<file path="config.mk">
export PLATFORM = sky130hd
export DESIGN_NAME = efuse_pgm
export DESIGN_NICKNAME = d
export VERILOG_FILES = /design/src/rtl/efuse_pkg.sv /design/src/rtl/efuse_tmr.sv /design/src/rtl/efuse_pgm.sv
export SDC_FILE = /design/constraint.sdc
export NUM_CORES = 1
export LEC_CHECK = 0
export CAP_MARGIN = 20
export CORE_MARGIN = 2
export CORE_UTILIZATION = 30
export DETAILED_ROUTE_END_ITERATION = 10
export SETUP_SLACK_MARGIN = 0.05
export SYNTH_ARGS = -nofsm -noshare
export SYNTH_HDL_FRONTEND = slang
export SYNTH_HIERARCHICAL = 1
export SYNTH_SLANG_ARGS = --single-unit
</file>
<file path="constraint.sdc">
create_clock -name clk -period 3.6 [get_ports clk]
set_clock_uncertainty 0.1 [all_clocks]
set_input_delay 0.72 -clock clk [delete_from_list [all_inputs] [get_ports clk]]
set_output_delay 0.72 -clock clk [all_outputs]
set_load 0.05 [all_outputs]
</file>
<file path="src/rtl/efuse_pkg.sv">
// Shared eFuse definitions: macro geometry, program FSM states and the
// segment bit ordering used by both the program and read controllers.
package efuse_pkg;

   localparam int EFUSE_BITS = 256;
   localparam int EFUSE_AW   = 8;

   typedef enum logic [2:0] {
      IDLE,
      SETUP,
      SCAN,
      AEN_HI,
      AEN_LO,
      HOLD,
      DONE
   } efuse_pgm_state_e;

   // Burn index -> data bit, so fuse byte 0 reads back as data[nr-1 -: 8].
   function automatic int unsigned efuse_data_idx(input int unsigned nr, input int unsigned idx);
      return nr - 8 - 8 * (idx / 8) + (idx % 8);
   endfunction

endpackage

</file>
<file path="src/rtl/efuse_tmr.sv">
// Shared dwell timer: loads max(val,1) and counts down; expire_o marks the
// last cycle of the loaded interval.
module efuse_tmr (
   input  logic       clk,
   input  logic       rst_n,
   input  logic       load_i,
   input  logic [7:0] val_i,
   output logic       expire_o
);

   logic [7:0] cnt_q, cnt_d;

   always_comb begin
      cnt_d = cnt_q;
      if (load_i) begin
         cnt_d = (val_i == 8'd0) ? 8'd1 : val_i;
      end else if (cnt_q != 8'd0) begin
         cnt_d = cnt_q - 8'd1;
      end
   end

   always_ff @(posedge clk or negedge rst_n) begin
      if (!rst_n) begin
         cnt_q <= 8'd0;
      end else begin
         cnt_q <= cnt_d;
      end
   end

   assign expire_o = (cnt_q == 8'd1);

endmodule

</file>
<file path="src/rtl/efuse_pgm.sv">
// eFuse program controller: burns the 1-bits of one NR-bit segment, one AEN
// pulse per bit, with setup/hold framing and a non-truncating abort.
module efuse_pgm
   import efuse_pkg::*;
#(
   parameter  int NR   = 64,
   localparam int RSEL = EFUSE_BITS / NR,
   localparam int SELW = (RSEL > 1) ? $clog2(RSEL) : 1,
   localparam int IDXW = $clog2(NR),
   localparam int CNTW = $clog2(NR) + 1
) (
   input  logic                clk,
   input  logic                rst_n,
   input  logic [7:0]          rg_efuse_tpgm,
   input  logic [3:0]          rg_efuse_tsu,
   input  logic [SELW-1:0]     pgm_sel,
   input  logic [NR-1:0]       pgm_data,
   input  logic                pgm_start,
   input  logic                pgm_abort,
   output logic                pgm_done,
   output logic                busy_pgm,
   output logic [CNTW-1:0]     pgm_bit_cnt,
   output logic                efuse_pgmen_o,
   output logic                efuse_rden_o,
   output logic                efuse_aen_o,
   output logic [EFUSE_AW-1:0] efuse_addr_o
);

   efuse_pgm_state_e    state_q, state_d;
   logic [IDXW-1:0]     idx_q, idx_d;
   logic [NR-1:0]       data_q, data_d;
   logic [SELW-1:0]     sel_q, sel_d;
   logic [CNTW-1:0]     cnt_q, cnt_d;
   logic                abort_q, abort_d;
   logic                busy_q, aen_q, done_q;
   logic [EFUSE_AW-1:0] addr_q, addr_d;

   logic                tmr_load;
   logic [7:0]          tmr_val;
   logic                tmr_expire;

   logic [IDXW-1:0]     data_idx;
   logic                data_bit;
   logic                last_idx;
   logic                abort_seen;

   assign data_idx   = IDXW'(efuse_data_idx(32'(NR), 32'(idx_q)));
   assign data_bit   = data_q[data_idx];
   assign last_idx   = (idx_q == IDXW'(NR - 1));
   assign abort_seen = abort_q | pgm_abort;

   efuse_tmr u_tmr (
      .clk      (clk),
      .rst_n    (rst_n),
      .load_i   (tmr_load),
      .val_i    (tmr_val),
      .expire_o (tmr_expire)
   );

   // Every state change reloads the timer; only AEN_HI uses tpgm.
   always_comb begin
      state_d  = state_q;
      idx_d    = idx_q;
      data_d   = data_q;
      sel_d    = sel_q;
      cnt_d    = cnt_q;
      abort_d  = abort_q;
      tmr_load = 1'b0;
      tmr_val  = {4'd0, rg_efuse_tsu};

      if (busy_q && pgm_abort) begin
         abort_d = 1'b1;
      end

      case (state_q)
         IDLE, DONE: begin
            if (pgm_start) begin
               state_d  = SETUP;
               data_d   = pgm_data;
               sel_d    = pgm_sel;
               cnt_d    = '0;
               idx_d    = '0;
               abort_d  = 1'b0;
               tmr_load = 1'b1;
            end
         end
         SETUP: begin
            if (tmr_expire) begin
               state_d  = abort_seen ? HOLD : SCAN;
               tmr_load = 1'b1;
            end
         end
         SCAN: begin
            if (abort_seen) begin
               state_d  = HOLD;
               tmr_load = 1'b1;
            end else if (data_bit) begin
               state_d  = AEN_HI;
               tmr_load = 1'b1;
               tmr_val  = rg_efuse_tpgm;
               cnt_d    = cnt_q + 1'b1;
            end else if (last_idx) begin
               state_d  = HOLD;
               tmr_load = 1'b1;
            end else begin
               idx_d = idx_q + 1'b1;
            end
         end
         AEN_HI: begin
            if (tmr_expire) begin
               state_d  = AEN_LO;
               tmr_load = 1'b1;
            end
         end
         AEN_LO: begin
            if (tmr_expire) begin
               if (last_idx || abort_seen) begin
                  state_d  = HOLD;
                  tmr_load = 1'b1;
               end else begin
                  state_d = SCAN;
                  idx_d   = idx_q + 1'b1;
               end
            end
         end
         HOLD: begin
            if (tmr_expire) begin
               state_d = DONE;
            end
         end
         default: begin
            state_d = IDLE;
         end
      endcase

      // Segment base is a multiple of 8, so this equals {byte_addr[4:0], bit[2:0]}.
      addr_d = EFUSE_AW'(32'(sel_d) * 32'(NR) + 32'(idx_d));
   end

   always_ff @(posedge clk or negedge rst_n) begin
      if (!rst_n) begin
         state_q <= IDLE;
         idx_q   <= '0;
         data_q  <= '0;
         sel_q   <= '0;
         cnt_q   <= '0;
         abort_q <= 1'b0;
         busy_q  <= 1'b0;
         aen_q   <= 1'b0;
         done_q  <= 1'b0;
         addr_q  <= '0;
      end else begin
         state_q <= state_d;
         idx_q   <= idx_d;
         data_q  <= data_d;
         sel_q   <= sel_d;
         cnt_q   <= cnt_d;
         abort_q <= abort_d;
         busy_q  <= (state_d != IDLE) && (state_d != DONE);
         aen_q   <= (state_d == AEN_HI);
         done_q  <= (state_d == DONE);
         addr_q  <= addr_d;
      end
   end

   assign busy_pgm      = busy_q;
   assign efuse_pgmen_o = busy_q;
   assign efuse_aen_o   = aen_q;
   assign pgm_done      = done_q;
   assign pgm_bit_cnt   = cnt_q;
   assign efuse_addr_o  = addr_q;
   assign efuse_rden_o  = 1'b0;

endmodule

</file>
==> out/summary.md, run 1 <==
The via count of the first global-routing pass is 4,292, and the post-synthesis instance area is 4980 um^2. From left edge to right edge, the die measures 133 um. For the DRC violation count after routing, the log shows 0.

In this run, synthesis inferred 0 flip-flops with an integrated enable. Summed over all failing endpoints, the final setup total negative slack is 0 ps. Derived from the worst setup path, the maximum achievable clock frequency is 305 MHz. The critical path is of the register to register type. Maximum resistive drop on vdd: 0.000230 V.

The library cell used most frequently in the layout, excluding fill and tap cells, is sky130_fd_sc_hd__nand2_1. The worst hold path belongs to the class input pin to asynchronous set/reset pin. The fraction of final layout cells sized beyond drive strength 1 is 9.83%, and the iteration count of the initial detailed-routing pass is 5.

The count of final max-slew check failures was 0; the global route total overflow was 0. The peak per-stage delay on the critical path was 530 ps. The per-instance average area after synthesis is 8.88 um^2, and the period utilization is 91.2%.

The area of the die is 17,700 um^2. The logs give 222 for the number of DRC markers after the initial detailed-route iteration and 3440 ps for the endpoint arrival time on the critical path. In this run, post-CTS hold repair placed 0 buffers. The number of synthesis warnings came out at 6. The utilization of the core after routing is 39.7%.

The number of different library cells used by synthesis comes to 63. The flow ran to the end, and the final reports show no timing, DRC or antenna violations. The tools report the diode insertion count for antenna repair as 0. For the pin with the worst max-slew slack, the measured transition is 691 ps.

For this run, the leading register cell type out of synthesis is sky130_fd_sc_hd__dfrtp_1. In this run the vertical extent of the chip is 133 um. For the clock buffer count from CTS, the log shows 9. Per-cell via count in the routed design: 4.88. For this design, the sink count on the clock tree is 94. The layout net count was 742; the area added between synthesis and finish was 30.9%. Setup repair after global routing left no endpoint under its margin. In the layout the commonest cells are sky130_fd_sc_hd__nand2_1 (221), sky130_fd_sc_hd__clkdlybuf4s50_1 (99), sky130_fd_sc_hd__dfrtp_1 (93). The count of buffer and inverter cells on the critical path is 0, and the count of input and output buffers is 100.

The total number of vias was 4,296; the floorplan core area was 16,400 um^2. Of the synthesized area, sequential elements account for 47.2%. Once detail routing completed, the nets flagged for antenna violations numbered 0. TritonCTS built the clock tree. Counting flops and latches in the post-synthesis netlist gives 94. Final total power: 2.14 mW. The smallest clock period supported by the final layout is computed as 3280 ps. The logs give 0 for the count of endpoints failing hold in the final timing report and 0 for the count of endpoints failing setup in the final report. The congestion estimate from routability-driven global placement came to 0.900. After floorplanning, the core was divided into 47 placement rows. After detailed routing, the average wire length per cell comes to 14.7 um.

The largest total area in the synthesized netlist belongs to sky130_fd_sc_hd__dfrtp_1. The critical path goes through or3b_2 > o221ai_1 > a31oi_1 > a221oi_2 > or2_1 > and2_1 > mux2_2 > nor3_1 > a21oi_1 > a221oi_2. Most numerous cell on the critical path: sky130_fd_sc_hd__a221oi_2. Wires add up to 13,000 um. The power density relative to cell area works out to 328 nW/um^2. For this configuration, the core starts out at a cell density of 30.4%. The logs give 15.2% for the global-route usage over all layers and 9530 um for the placed wire-length estimate.

After synthesis, the share of flip-flops with an asynchronous set or reset is 100%. I/O pin count: 102. For the CTS H-tree depth, the log shows 3. The initial antenna violation count was 0; the largest net degree at the start of global routing was 70. In this run the worst path has a maximum fanout of 12. The leakage power of the design was 3.12 nW; the global-route wire length before repair was 21,400 um. The worst-case clock buffer depth came out at 2.

Among all stages on the critical path, the largest delay is contributed by sky130_fd_sc_hd__or3b_2. The clock latency on the worst-skew pair came out at 350 ps. Gate family responsible for the most delay along the worst path: simple AND/OR/NAND/NOR gates. Of the post-synthesis cell area, the dominant cell type holds 47.2%. Clock slew at the register clock pins of the worst setup and hold paths: 70 ps.

Headroom to the max-slew limit came out at 53.9%. Across the run, the number of max-cap violations was 0. The root buffer cell chosen for the clock tree is sky130_fd_sc_hd__clkbuf_16. Synthesis produced a netlist with a net count of 647. The tools report the required time reported for the critical path endpoint as 3760 ps. By area the synthesized netlist is led by sky130_fd_sc_hd__dfrtp_1 (47%), sky130_fd_sc_hd__nand2_1 (17%), sky130_fd_sc_hd__mux4_1 (3.2%), sky130_fd_sc_hd__mux2i_1 (2.8%), sky130_fd_sc_hd__mux4_2 (2.7%). The run gives 561 as the post-synthesis instance total. The number of filler instances in the final layout is 1,574. The worst setup path is captured at a register. STA classifies the critical path startpoint as a register.
sequential cells by signal, indices dropped and copies added, names as in the netlist:
register      cells
abort_q           1
busy_pgm          1
data_q           64
efuse_addr_o      8
efuse_aen_o       1
pgm_bit_cnt       7
pgm_done          1
state_q           3
u_tmr/cnt_q       8
worst register-to-register path, cell delays in order (launching register included):
cell                       delay (ps)
sky130_fd_sc_hd__dfrtp_1          510
sky130_fd_sc_hd__or3b_2           530
sky130_fd_sc_hd__o221ai_1         200
sky130_fd_sc_hd__a31oi_1           80
sky130_fd_sc_hd__a221oi_2         350
sky130_fd_sc_hd__or2_1            170
sky130_fd_sc_hd__and2_1           290
sky130_fd_sc_hd__mux2_2           390
sky130_fd_sc_hd__nor3_1           180
sky130_fd_sc_hd__a21oi_1          100
sky130_fd_sc_hd__a221oi_2         290
metrics by stage:
stage                     cell area [um^2]  hold WS, ps  instances  setup slack [ps]
final                                 6520          240        881               318
after global routing                  6520          266        881              73.9
after CTS                             6500          256        878               156
after detailed placement              6200          357        862               172
after global placement                6200          361        862               285
after floorplan                       4980          324        561               118
Yosys cell counts, drive strengths merged (3+ instances only):
| library cell | n |
|---|---|
| inv | 12 |
| a21oi | 16 |
| o41ai | 3 |
| o21a | 5 |
| and3 | 6 |
| nor3 | 10 |
| buf | 14 |
| nand3 | 10 |
| a31oi | 6 |
| nand2b | 5 |
| nor2 | 22 |
| mux2 | 6 |
| dfrtp | 94 |
| or2 | 7 |
| mux4 | 12 |
| o22ai | 4 |
| ha | 4 |
| o31a | 3 |
| a221oi | 4 |
| mux2i | 14 |
| nand2 | 221 |
| o311a | 3 |
| clkbuf | 22 |
| o21ai | 18 |
cell families (layout without fill, tap and decap cells):
logic type,after synthesis,after routing,synth area share (%)
compound gates,81,81,11.5
xor+xnor,2,2,0.352
fa+ha+maj,4,4,1.00
buf+inv,49,149,4.77
flops,94,94,47.2
mux,32,32,10.0
other cells,1,1,0.0753
simple gates,298,298,25.0
worst paths after layout:
check,from,to,slack (ps),cells after the start
hold reg to reg,data_q[18]$_DFFE_PN0P_,data_q[18]$_DFFE_PN0P_,370,2
max in group asynchronous,rst_n,busy_pgm$_DFF_PN0_,2370,2
setup / recovery,efuse_addr_o[2]$_DFFE_PN0P_,u_tmr/cnt_q[0]$_DFFE_PN0P_,320,10
min in group clk,data_q[18]$_DFFE_PN0P_,data_q[18]$_DFFE_PN0P_,370,2
hold / removal,rst_n,pgm_bit_cnt[2]$_DFFE_PN0P_,240,1
setup reg to reg,efuse_addr_o[2]$_DFFE_PN0P_,u_tmr/cnt_q[0]$_DFFE_PN0P_,320,10
layer usage:
layer  global-route usage (%)  up-vias  wire length [um]
met5                        0        -                 0
met4                     3.35        0               132
met3                     4.94       10               771
met2                     23.6      146              5880
met1                     20.8     2041              6180
li1                         -     2099                 -
cell type report:
| cell class | count | area [um^2] | area share [%] |
|---|---|---|---|
| repair buffers | 120 | 1150 | 17.6 |
| inverters | 13 | 48.8 | 0.748 |
| multi-input cells | 418 | 2400 | 36.8 |
| clock inverters | 3 | 25.0 | 0.384 |
| clock buffers | 13 | 270 | 4.14 |
| well taps | 220 | 275 | 4.22 |
| flip-flops and latches | 94 | 2350 | 36.1 |
power by group:
part           switching, mW  total [mW]  internal (mW)
Clock                  0.416       0.946          0.530
Combinational         0.0477       0.133         0.0852
Sequential           0.00153        1.06           1.06
what timing repair did:
item,in CTS,in global routing
setup endpoints to repair,0,1
endpoints found under the hold margin,0,0
gates resized for setup,0,1
buffers inserted,0,3
Power figures use the tool's default switching activity.
==> run 2: changes to the inputs <==
--- a/config.mk
+++ b/config.mk
@@ -9,6 +9,7 @@
 export CORE_MARGIN = 2
 export CORE_UTILIZATION = 30
 export DETAILED_ROUTE_END_ITERATION = 10
+export GPL_TIMING_DRIVEN = 0
 export SETUP_SLACK_MARGIN = 0.05
 export SYNTH_ARGS = -nofsm -noshare
 export SYNTH_HDL_FRONTEND = slang
==> run 2 against run 1 <==
  * Power down 0.90%
  * Via count up 1.0%
  * Clock power down 3.0%
  * Critical path type unchanged
  * Global-route usage up 0.44 points
  * Cell count up 2.3%
  * Clock-buffer cell count down 2
  * Sequential share of layout area down 0.72 points
  * Combinational power up 7%
  * Non-clock buffer count up 21
  * Routed wire length up 2.0%
==> out/summary.md, run 2 (synthesized netlist as in run 1, its figures left out) <==
The tools report the kind of capture point of the worst setup path as a register. In this run the critical register-to-register path is launched from efuse_addr_o[0]$_DFFE_PN0P_. Along the worst path, the maximum fanout reaches 10.

The total of hold buffers inserted after clock tree synthesis was 0. The diode insertion count for antenna repair was 0. Register bank with the most flops: data_q. The tools report the global route total overflow as 0. The cell sitting at the root of the clock tree is a sky130_fd_sc_hd__clkbuf_16. The number of buffers and inverters on the critical path is 3. The floorplan step defined a core boundary enclosing 16,400 um^2.

The initial antenna violation count is 0, and the via count of the first global-routing pass is 4,296. In this run the register-to-register setup slack is 200 ps. The gate family responsible for the most delay along the worst path is multiplexers. The iteration count of the initial detailed-routing pass came out at 4.

The power density relative to cell area is 318 nW/um^2. For this configuration, the core starts out at a cell density of 30.4%. The maximum resistive drop on vdd is 0.000284 V.

Routability-driven placement finished with a final weighted congestion of 0.894. The tools report the total number of vias as 4,340. The most common cell after layout, fill and taps aside was sky130_fd_sc_hd__nand2_1.

The largest individual stage delay along the critical path comes from the cell sky130_fd_sc_hd__mux4_2. After detailed routing, the number of remaining DRC violations is 0. The analysis attributes to cell leakage a power of 3.14 nW.

The clock period minus final worst setup slack was 3400 ps; the endpoint arrival time on the critical path was 3560 ps. The layout net count came out at 763. Setup slack closes at 196 ps.

The worst register-to-register path ends at u_tmr/cnt_q[0]$_DFFE_PN0P_. The first global-routing pass estimated 21,900 um of wire. The die covers 17,700 um^2. TritonCTS built the clock tree. The cell that appears most often on the critical path is sky130_fd_sc_hd__buf_6. Setup repair after global routing left no endpoint under its margin. The run gives 47 as the number of rows created at floorplan.

The longest clock path from root to sink contains 2 buffers. The final antenna-violating net count came out at 0. By startpoint and endpoint, the worst setup path is classified as register to register. The global-route usage over all layers was 15.6%; the post-detailed-route wirelength per cell was 14.7 um. For this run, the top clock speed supported by timing is 294 MHz.

The worst pin sits at a relative slew slack of 45.8%. The min-delay analysis places its worst path in the category input pin to asynchronous set/reset pin. After detailed routing, the total wire length is 13,200 um. The reported max-cap violation count was 0; the transition time at the pin with the least slew margin was 812 ps. Counting buffers and inverters, the worst setup path is 13 cells deep.

The I/O pin count was 102; the peak per-stage delay on the critical path was 540 ps. The clock net in this run drives a total of 94 sinks. The count of input and output buffers is 100, and the clock slew at the register clock pins of the worst setup and hold paths is 60 ps. After routing, the total negative slack on setup checks comes to 0 ps.

Number of DRC markers after the initial detailed-route iteration: 255. The worst setup path is launched from a register. The count of endpoints failing hold in the final timing report is 0, and the die width is 133 um. The register with the most flip-flops in the layout has 64 of them. The flow ran to the end, and the final reports show no timing, DRC or antenna violations. Placed wire-length estimate: 9800 um. The die is 133 um tall. The period utilization is 94.5%, and the per-cell via count in the routed design is 4.82. Hold timing on the final database bottoms out at a slack of 244 ps.

Area added between synthesis and finish: 33.5%. For the worst slack at placement, the log shows -384 ps. Traced cell by cell, the critical path runs through buf_6 > buf_12 > mux4_2 > nand2_1 > a21oi_1 > o311a_1 > or2_1 > and2_1 > buf_6 > mux2_2 > nor3_2 > a21oi_2 > a221oi_2. Number of filler instances in the final layout: 1,592. In this run the worst setup path terminates at u_tmr/cnt_q[0]$_DFFE_PN0P_.

The count of final max-slew check failures came out at 0. The library cells used most frequently in the layout, excluding fill and tap cells, are sky130_fd_sc_hd__nand2_1 (221), sky130_fd_sc_hd__clkdlybuf4s50_1 (99), sky130_fd_sc_hd__dfrtp_1 (94). Entering global routing, the biggest net connects 58 pins.

For the clock buffer count from CTS, the log shows 9. At the later pin of the worst-skew pair, clock insertion delay measures 350 ps. Setup violations remaining at the end of the flow were counted as 0. Source of the critical timing path: efuse_addr_o[0]$_DFFE_PN0P_. The clock tree synthesis step divided the H-tree into 3 levels. In the final layout, the share of cells above drive strength 1 is 10.4%. The required time reported for the critical path endpoint is 3760 ps, and the worst reg-to-reg path cell count is 13.
[run 2: timing repair]
item,in CTS,in global routing
setup endpoints to repair,7,4
pin swaps,0,4
resized for setup,6,13
setup buffers,0,5
[run 2: worst min path at each step]
stage | cells after the start | from | end | slack (ps)
3_3_place_gp | 2 | data_q[13]$_DFFE_PN0P_ | data_q[13]$_DFFE_PN0P_ | 350
3_5_place_dp | 2 | data_q[18]$_DFFE_PN0P_ | data_q[18]$_DFFE_PN0P_ | 360
5_1_grt | 1 | rst_n | u_tmr/cnt_q[4]$_DFFE_PN0P_ | 270
6_report | 1 | rst_n | u_tmr/cnt_q[4]$_DFFE_PN0P_ | 240
4_1_cts | 1 | rst_n | u_tmr/cnt_q[4]$_DFFE_PN0P_ | 260
2_1_floorplan | 0 | rst_n | abort_q$_DFF_PN0_ | 320
[run 2: metal layers]
| layer | vias to the layer above | GRT usage, % | part of all wire (%) |
|---|---|---|---|
| met5 | - | 0 | 0 |
| li1 | 2131 | - | - |
| met2 | 157 | 25.4 | 47 |
| met1 | 2039 | 20.9 | 45 |
| met4 | 0 | 3.46 | 1.0 |
| met3 | 13 | 4.29 | 7.0 |
[run 2: area by class of cell]
type	count	area [um^2]	share of cell area [%]
multi-input cells	418	2430	36.5
plain buffers	35	200	3.01
well taps	220	275	4.14
inverters	13	48.8	0.734
flip-flops and latches	94	2350	35.4
clock buffers	11	253	3.80
clock inverters	4	31.3	0.470
repair buffers	106	1060	16.0
[run 2: power breakdown]
part / internal, mW / total [mW] / switching [mW]
Clock: 0.506 / 0.918 / 0.412
Combinational: 0.0899 / 0.142 / 0.0517
Sequential: 1.06 / 1.06 / 0.00132
Total: 1.65 / 2.12 / 0.465
[run 2: through the flow]
step	total power [mW]	util [%]	area [um^2]	cells
2_1_floorplan	1.10	-	4980	561
3_3_place_gp	1.21	38.1	6260	881
3_5_place_dp	1.22	38.3	6280	882
4_1_cts	2.15	40.1	6580	897
5_1_grt	2.22	40.5	6650	901
6_report	2.12	40.5	6650	901
==> run 3: changes to the inputs <==
--- a/config.mk
+++ b/config.mk
@@ -5,8 +5,7 @@
 export SDC_FILE = /design/constraint.sdc
 export NUM_CORES = 1
 export LEC_CHECK = 0
-export CAP_MARGIN = 20
-export CORE_MARGIN = 2
+export CAP_MARGIN = 25
 export CORE_UTILIZATION = 30
 export DETAILED_ROUTE_END_ITERATION = 10
 export GPL_TIMING_DRIVEN = 0
==> run 3 against run 2 <==
  * Cell count down 0.67%
  * Clock-buffer cell count down 2
  * Non-clock buffer count down 3
  * First-iteration DRC count up 2.0%
  * Clock power up 5.0%
  * Largest power group unchanged
  * Flip-flop and latch count unchanged
  * Die area down 3.0%
  * Routed wire length down 1.1%
  * Global-route usage up 0.44 points
  * Via count up 1.5%
  * Largest cell class unchanged
  * Utilization up 0.79 points
  * Critical path depth up 1
==> out/summary.md, run 3 (synthesized netlist as in run 1, its figures left out) <==
For the worst-case clock buffer depth, the log shows 2. For the initial antenna violation count, the log shows 0. The gate family responsible for the most delay along the worst path is compound AO/OA/AOI/OAI gates. In the routed layout, each cell is associated on average with a via count of 4.92. The period utilization came out at 95.0%. The global-route wire length before repair was 21,000 um; the placed cell count was 878. The worst pin sits at a relative slew slack of 48.6%. In this run the clock root is driven by a sky130_fd_sc_hd__clkbuf_16. The final layout contains 760 nets. On the worst path, the slowest cell contributes a delay of 420 ps.

The final layout contains routed wiring with a total length of 13,100 um. For this run the aggregate overflow at the end of global routing stands at 0. The power density relative to cell area was 326 nW/um^2. data_q holds more flip-flops than any other register. The run gives 41.3% as the utilization of the core after routing. Final antenna-violating net count: 0. At the pin with the least slew margin, the transition time is 769 ps. After legalization and detailed placement, the total HPWL measured 9830 um.

The logs give 0 for the count of final max-slew check failures and 3760 ps for the required time reported for the critical path endpoint. By startpoint and endpoint, the worst setup path is classified as register to register. The via count of the first global-routing pass was 4,318. Setup repair after global routing could not meet its margin everywhere.

At the end of routability-driven placement, the weighted congestion stood at 0.878. Counting the fill cells in the layout gives 1,606. The register with the most flip-flops in the layout has 64 of them. Number of sinks handled by clock tree synthesis: 94.

The maximum resistive drop on vdd was 0.000225 V. Data on the critical path arrives at its endpoint at 3580 ps. The iteration count of the initial detailed-routing pass is 4, and the area added between synthesis and finish is 33.2%. The floorplan step defined a die boundary enclosing 17,100 um^2. The tools report the count of endpoints failing setup in the final report as 0. The library cells used most frequently in the layout, excluding fill and tap cells, are sky130_fd_sc_hd__nand2_1 (221), sky130_fd_sc_hd__clkdlybuf4s50_1 (99), sky130_fd_sc_hd__dfrtp_1 (94). After clock tree synthesis, the clock-pin slew on the worst setup and hold paths is 70 ps. The run finished with clean final reports. The finished layout holds 895 standard cells, fillers aside. The signal on the critical path passes through buf_6 > buf_12 > buf_6 > mux2i_1 > a221oi_1 > o21ai_0 > a221oi_2 > or2_1 > and2_1 > buf_6 > mux2_2 > nor3_2 > a21oi_2 > a221oi_2. Once routing completed, OpenROAD measured the worst setup slack at 181 ps. The worst setup path is captured at a register. For this run, the total global-route usage over all layers was measured as 16.1%. During placement, the flow inserted port buffers numbering 100.

The worst slack at placement came out at -393 ps. The logs give 0 for the count of endpoints failing hold in the final timing report and 0 ps for the total negative slack. The reported max-cap violation count is 0. The die width is 131 um, and the DRC violation count after routing is 0. Type of the tightest min-delay check: input pin to asynchronous set/reset pin. Measured along the y axis, the die boundary spans 131 um. The number of DRC markers after the initial detailed-route iteration is 260, and the post-detailed-route wirelength per cell is 14.6 um. The total number of vias is 4,406, and the largest net degree at the start of global routing is 54.

The H-tree was split into 3 levels. In this run the static leakage power is 3.13 nW. On the critical path, the stage with the largest delay is an instance of sky130_fd_sc_hd__dfrtp_1. The run gives 0 as the diode insertion count for antenna repair. The timing-limited maximum frequency was 293 MHz. The tools report the final total power as 2.16 mW.

The most numerous cell on the critical path is sky130_fd_sc_hd__buf_6. The core region is 16,100 um^2. The number of buffers and inverters on the critical path is 4. TritonCTS created 9 clock buffers. STA classifies the critical path startpoint as a register. For this configuration, the core starts out at a cell density of 31.0%. The clock period minus final worst setup slack came out at 3420 ps. Leaving out fill and tap cells, the most frequent cell in the layout is sky130_fd_sc_hd__nand2_1. TritonCTS built the clock tree.

The floorplan has 46 rows. In this run the count of I/O pins placed on the die edge is 102. The clock latency on the worst-skew pair was 350 ps; the critical-path maximum fanout was 10. The fraction of final layout cells sized beyond drive strength 1 came out at 10.3%.
run 3: cell count changes in the layout (fill, tap and decap cells not counted), sizes merged:
cell | before | now
buf | 19 | 17
bufinv | 0 | 1
clkinv | 3 | 4
clkbuf | 34 | 31
clkinvlp | 0 | 1
run 3: worst reg2reg max path, delay by kind of cell (launching register included):
family	cells	cell delay [ps]
buffers and inverters	4	590
multiplexers	2	510
flip-flops	1	420
AO/OA/AOI/OAI	5	1180
AND/OR/NAND/NOR	3	540
run 3: repair_timing:
| item | 4_1_cts | 5_1_grt |
|---|---|---|
| setup buffers | 0 | 2 |
| gates resized for setup | 5 | 14 |
| hold endpoints to repair | 0 | 0 |
| hold buffers | 0 | 0 |
| pin swaps | 0 | 3 |
| cloned | 0 | 0 |
| endpoints found under the setup margin | 6 | 5 |
run 3: worst paths after layout:
path,start,to,slack (ps),cells past startpoint
hold / removal,rst_n,u_tmr/cnt_q[7]$_DFFE_PN0P_,260,1
min in group clk,data_q[43]$_DFFE_PN0P_,data_q[43]$_DFFE_PN0P_,370,2
max in group asynchronous,rst_n,data_q[0]$_DFFE_PN0P_,2490,2
setup reg to reg,efuse_addr_o[0]$_DFFE_PN0P_,u_tmr/cnt_q[0]$_DFFE_PN0P_,180,14
setup / recovery,efuse_addr_o[0]$_DFFE_PN0P_,u_tmr/cnt_q[0]$_DFFE_PN0P_,180,14
hold reg to reg,data_q[43]$_DFFE_PN0P_,data_q[43]$_DFFE_PN0P_,370,2
run 3: power by group:
part	internal (mW)	switching, mW	total (mW)	leakage, nW
sequential	1.06	0.00169	1.06	1.26
clock	0.541	0.423	0.964	0.146
combinational	0.0893	0.0512	0.140	1.73
total	1.69	0.476	2.16	3.13
run 3: area by class of cell:
class	count	area [um^2]	area share [%]
Buffer	35	194	2.92
Inverter	13	48.8	0.735
Clock inverter	7	73.8	1.11
Sequential cell	94	2350	35.5
Multi-Input combinational cell	418	2430	36.6
Tap cell	216	270	4.07
Timing Repair Buffer	103	1040	15.7
Clock buffer	9	225	3.39
run 3: metal layers:
layer	GRT usage [%]	part of all wire, %	wire, um
met1	21.7	47	6100
met2	25.7	46	6050
met3	2.89	5.5	717
met4	6.15	1.6	206
met5	0	0	0
run 3: through the flow:
step           instance area, um^2  hold slack [ps]
2_1_floorplan                 4980              324
3_3_place_gp                  6250              352
3_5_place_dp                  6280              359
4_1_cts                       6590              271
5_1_grt                       6640              305
6_report                      6640              259
